**config.mk**
```make
export PLATFORM = sky130hd
export DESIGN_NAME = branch_redirect
export DESIGN_NICKNAME = d
export VERILOG_FILES = /design/src/rtl/branch_redirect.sv
export SDC_FILE = /design/constraint.sdc
export NUM_CORES = 1
export LEC_CHECK = 0
export BUFFER_PORTS_ARGS = -buffer_cell sky130_fd_sc_hd__buf_4
export CAP_MARGIN = 0
export CORE_MARGIN = 2
export CORE_UTILIZATION = 38
export DETAILED_ROUTE_END_ITERATION = 8
export PLACE_DENSITY = 0.76
export SYNTH_ARGS = -nofsm -noshare
export SYNTH_HDL_FRONTEND = slang
export SYNTH_SLANG_ARGS = --single-unit
```
**constraint.sdc**
```tcl
create_clock -name clk -period 1.4 [get_ports clk]
set_input_delay 0.35 -clock clk [delete_from_list [all_inputs] [get_ports clk]]
set_output_delay 0.35 -clock clk [all_outputs]
set_load 0.01 [all_outputs]
```
**src/rtl/branch_redirect.sv**
```systemverilog
// Branch redirect unit at the odd-pipe tail: squashes younger stages, writes the
// link register and hands a word-aligned redirect PC to fetch over valid/ready.
module branch_redirect #(
  parameter int unsigned FLUSH_CYCLES = 3
) (
  input  logic          clk,
  input  logic          rst,
  input  logic          ibr_branch_flag,
  input  logic [0:31]   ibr_branch_target_addr,
  input  logic [0:31]   ibr_link_addr,
  input  logic          ibr_is_in_delayslot,
  input  logic          ibr_link_wreg,
  input  logic [0:6]    ibr_link_rtaddr,
  input  logic          fetch_ready,
  output logic          flush,
  output logic          redirect_valid,
  output logic [0:31]   redirect_addr,
  output logic          link_wreg,
  output logic [0:6]    link_rtaddr,
  output logic [0:127]  link_rt,
  output logic          busy,
  output logic          align_err,
  output logic          slot_err
);

  localparam int unsigned ADDR_W = 32;
  localparam int unsigned REG_W  = 7;
  localparam int unsigned DATA_W = 128;
  localparam int unsigned PAD_W  = DATA_W - ADDR_W;
  localparam int unsigned CNT_W  = 4;

  typedef enum logic [1:0] {
    IDLE     = 2'd0,
    FLUSH    = 2'd1,
    REDIRECT = 2'd2
  } state_t;

  state_t             state;
  state_t             state_d;
  logic [CNT_W-1:0]   cnt;
  logic [CNT_W-1:0]   cnt_d;
  logic               accept_c;
  logic               slot_hit_c;
  logic               misaligned_c;
  logic [0:ADDR_W-1]  aligned_target_c;

  // A flagged branch sitting in a delay slot is never taken, only reported.
  assign slot_hit_c       = ibr_branch_flag & ibr_is_in_delayslot;
  assign misaligned_c     = |ibr_branch_target_addr[30:31];
  assign aligned_target_c = {ibr_branch_target_addr[0:29], 2'b00};

  // State register.
  always_ff @(posedge clk) begin
    if (!rst) begin
      state <= IDLE;
      cnt   <= '0;
    end else begin
      state <= state_d;
      cnt   <= cnt_d;
    end
  end

  // Next-state logic; branches seen outside IDLE are squashed younger work.
  always_comb begin
    state_d  = state;
    cnt_d    = cnt;
    accept_c = 1'b0;
    unique case (state)
      IDLE: begin
        if (ibr_branch_flag && !ibr_is_in_delayslot) begin
          accept_c = 1'b1;
          cnt_d    = CNT_W'(FLUSH_CYCLES);
          state_d  = FLUSH;
        end
      end
      FLUSH: begin
        cnt_d = cnt - CNT_W'(1);
        if (cnt <= CNT_W'(1)) begin
          state_d = REDIRECT;
        end
      end
      REDIRECT: begin
        if (fetch_ready) begin
          state_d = IDLE;
        end
      end
      default: begin
        state_d = IDLE;
      end
    endcase
  end

  // Status outputs are registered copies of the upcoming state.
  always_ff @(posedge clk) begin
    if (!rst) begin
      flush          <= 1'b0;
      redirect_valid <= 1'b0;
      busy           <= 1'b0;
      link_wreg      <= 1'b0;
      align_err      <= 1'b0;
      slot_err       <= 1'b0;
    end else begin
      flush          <= (state_d == FLUSH);
      redirect_valid <= (state_d == REDIRECT);
      busy           <= (state_d != IDLE);
      link_wreg      <= accept_c & ibr_link_wreg;
      align_err      <= accept_c & misaligned_c;
      if (slot_hit_c) begin
        slot_err <= 1'b1;
      end
    end
  end

  // Captured redirect PC and link write payload, held until the next acceptance.
  always_ff @(posedge clk) begin
    if (!rst) begin
      redirect_addr <= '0;
      link_rtaddr   <= '0;
      link_rt       <= '0;
    end else begin
      if (accept_c) begin
        redirect_addr <= aligned_target_c;
      end
      if (accept_c && ibr_link_wreg) begin
        link_rtaddr <= REG_W'(ibr_link_rtaddr);
        link_rt     <= {ibr_link_addr, PAD_W'(0)};
      end
    end
  end

endmodule

```
---- Word level (Yosys, flattened, before mapping) ----
Index checks and enable logic that the tools add are counted.
word-level totals
  register bits after elaboration ......... 81
  input port bits ......................... 77
  output and inout port bits .............. 173
  word-level logic and storage cells ...... 37
cells by class
  $add $sub $neg .......................... 1
  magnitude comparators ................... 1
  equal/unequal tests ..................... 5
  multiplexer cells ....................... 8
  bitwise logic cells ..................... 3
  reduce and logical (&&, ||, !) cells .... 8
operators by type and width
  operator                                             number
  case mux 4 bit (2 select lines)                      1
  2-to-1 mux 2 bit                                     3
  case mux 2 bit (3 select lines)                      1
  equality test 2 x 1 -> 1 bit, second input constant  2
  equality test 2 bit, second input constant           2
  <= comparator 4 x 1 -> 1 bit, second input constant  1
  2-to-1 mux 4 bit                                     1
  nonzero test 2 bit                                   2
  subtractor 4 x 1 -> 4 bit, second input constant     1
  bitwise AND 1 bit                                    3
  logical AND 1 bit                                    2
  logical NOT 2 bit                                    1
  2-to-1 mux 1 bit                                     2
  != test 2 bit, second input constant                 1
  AND reduction 2 bit                                  1
  OR reduction 2 bit                                   1
  logical NOT 1 bit                                    1

---- Logic depth before layout (Yosys ltp) ----
  word-level depth ........................ 5
  gate-level depth with buffers ........... 5

---- Worst setup path after synthesis ----
Ideal clock, no wire load.
  path kind ............................... register to register
  start point ............................. register state[0]
  end point ............................... register redirect_addr[10] in the netlist's numbering
  arrival ................................. 1.323 ns
  path slack .............................. -0.055 ns
  stages on the path, launching flop included .. 6
  buffers on the path ..................... 2
  clock period less this slack ............ 1.455 ns
  cells stage by stage .................... dfxtp_1 or4b_1 buf_2 clkbuf_1 nand2_1 a21oi_1
on the way
  word-level cells in the longest chain between the ends .. 2
ends and longest elaborated chain
  element                   line  source
  start: declaration        38    state_t state;
  start signal: assignment  58    state <= state_d;
  logical NOT 2 bit         68    unique case (state)
  2-to-1 mux 1 bit          68
  end signal: assignment    122   redirect_addr <= aligned_target_c;
  end: declaration          17    output logic [0:31] redirect_addr,
No other way between the ends.
A chain may end at the register's enable or synchronous reset.

---- Worst setup path after layout ----
  start point ............................. register state[1]
  end point ............................... register redirect_addr[18] in the netlist's numbering
The elaborated chain is that of the path after synthesis.

==> flow_summary.ini <==
[outcome]
status = finished, final reports clean

[logic_synthesis]
synth_area_leader_cell = dfxtp_1
synthesis.area_mm2 = 0.00376
yosysTopAreaCellShare_pct = 43.1
synth_top_family_by_area = buffers and inverters
yosys-top-cells-area = dfxtp_1 (43%), buf_4 (20%), nand2_1 (14%), mux2i_1 (11%), a21oi_1 (4.5%)
synth_edf_count = 0
synthSimpleGateAreaFrac_pct = 16.8
synth-xor-area-share_pct = 0
avgSynthCellArea_um2 = 8.44
synth.area.mux_share_pct = 10.6
seq_area_frac_synth_pct = 43.1
syn_inst = 446
synth-async-reset-ratio_pct = 0
ys.flop_type = dfxtp_1
synth-seq-cells = 81
synthAdderAreaFrac_pct = 0.665
ys_warn_count = 0
synth_cell_types = 27
synth_compound_area_share_pct = 6.22

[detailed_routing]
drc_errors = 0
drt_iter0_drc = 85
routedWlPerCell_um = 11.5
totalWireLength_um = 8510
dr.pass1.iters = 5
antenna_left = 0
vias = 3101
via_per_inst = 4.20

[clock_network]
cts_tree = done
cts_buffer_depth = 2
hold_buffers = 0
h-tree-depth = 3
cts-root-buf = clkbuf_8
clkSlewWorstSetupHoldPaths_ns = 0.08
cts_sinks = 81
numCtsBuffers = 9
clk_latency_ns = 0.35

[sta]
slew_violations = 0
rsz0062_at_grt = false
fmax_ghz = 0.747
setup_tns_ns = 0
setup_violations = 0
fin_crit_sh_pct = 95.6
layout_min_cycle_time_ns = 1.34
fin_ws_ns = 0.0611
skew_ns = 0.00869
hold_viol = 0

[power_and_ir_drop]
total_power_mw = 5.40
vdd_drop_max_mv = 0.504
total_leakage_power_nw = 2.65
power.density_mw_per_mm2 = 1060

[global_route]
grt_pass1_wl_um = 13600
grt_antenna_before_repair = 0
first_global_vias = 2937
grt_use_total_pct = 15.4
grt_start_max_net_pins = 39
gr-total-overflow = 0

[finish]
diodes = 0
final_nets = 679
final_cell_mix = buf_4 (157), nand2_1 (139), conb_1 (98), dfxtp_1 (80), mux2i_1 (40)
fin_area_mm2 = 0.00508
final_common_cell = buf_4
area.growth.synth_to_final_pct = 35.2
nFillCells = 888
drive_gt1_share_pct = 30.7

[setup_path]
cpPeakStageDelay_ns = 0.54
cp_max_fo = 31
start_kind = flop
path_depth = 4
crit_family = simple AND/OR/NAND/NOR gates
worstPathRequired_ns = 1.63
cp-end-kind = flop
path_buf_inv = 1
r2r_cells = 4
slowest_stage = or4b_4
cp.arrival_ns = 1.57
worstPathCellList = or4b_4, buf_12, nand2_1, a21oi_1
path_class = reg2reg

[place]
io_buffers = 151
postPlaceCellArea_mm2 = 0.00474
hpwl_um = 6250
pre_cts_slack_ns = -0.170
place_congestion = 0.758

[floorplan]
dieArea_mm2 = 0.0107
die_y_um = 104
start_util_pct = 38.9
rows = 36
num_io_pins = 250
die_w_um = 104
design.core.area_mm2 = 0.00968

[worst_hold_path]
hold_path_class = in2reg
min_path_cells = 3

[job]
cap_viol_max_count = 0
[report_power, final]
| part | switching (mW) | internal, mW |
|---|---|---|
| registers | 0.0636 | 2.41 |
| logic | 0.468 | 0.425 |
| clock network | 0.801 | 1.23 |
[metrics by stage]
stage / util [%] / hold WS [ns] / instances
after floorplan: - / 0.467 / 543
after global placement: 49.0 / 0.443 / 717
after detailed placement: 49.0 / 0.447 / 717
after CTS: 51.7 / 0.216 / 735
after global routing: 52.5 / 0.227 / 738
final: 52.5 / 0.247 / 738
[flip-flops by register name, indices dropped and copies added, names as in the netlist]
| name | cells |
|---|---|
| cnt | 4 |
| link_rtaddr | 7 |
| redirect_valid | 1 |
| slot_err | 1 |
| state | 2 |
| link_wreg | 1 |
| link_rt | 32 |
| align_err | 1 |
| flush | 1 |
| redirect_addr | 30 |
| busy | 1 |
[kinds of logic after synthesis]
family | count (synthesis)
AND/OR/NAND/NOR | 155
buffers and inverters | 124
flip-flops | 81
AO/OA/AOI/OAI | 43
multiplexers | 40
adder cells (fa/ha/maj) | 2
other | 1
[Yosys cell counts (all sizes together), types with 3 or more instances]
master	count
dfxtp	81
o21a	4
buf	104
nor2	3
mux2i	40
clkbuf	17
nand2	140
a21oi	34
[cell type report]
cell class | instances | area, um^2 | area share [%]
Multi-Input combinational cell | 338 | 1680 | 33.0
Sequential cell | 81 | 1620 | 31.9
Timing Repair Buffer | 167 | 1360 | 26.8
Tap cell | 133 | 166 | 3.27
Clock buffer | 11 | 141 | 2.78
Clock inverter | 5 | 103 | 2.02
Inverter | 3 | 11.3 | 0.221
[timing repair]
item	4_1_cts	5_1_grt
pin swaps	1	2
buffers inserted	2	0
cloned	0	3
gates resized for setup	1	4
setup endpoints to repair	31	34
[path summary, 6_finish.rpt]
| kind | slack, ns | endpoint | from |
|---|---|---|---|
| worst max-delay path | 0.06 | redirect_addr[18] | state[1] |
| worst min-delay path | 0.25 | redirect_addr[8] | ibr_branch_target_addr[8] |
| worst max register to register | 0.06 | redirect_addr[18] | state[1] |
| worst min register to register | 0.46 | redirect_addr[27] | redirect_addr[27] |
[tightest hold or removal path, delay by kind of cell]
family,cells,cell delay [ns]
buf+inv,1,0.11
compound gates,1,0.05
simple gates,1,0.04
[metal layers]
| metal | vias to the layer above | global-route usage, % | share of wire, % |
|---|---|---|---|
| met2 | 151 | 27.2 | 50 |
| met4 | 0 | 5.79 | 1.2 |
| met5 | - | 0 | 0 |
| li1 | 1534 | - | - |
| met3 | 8 | 6.73 | 10 |
| met1 | 1408 | 16.1 | 38 |
(Power assumes the default switching activity.)
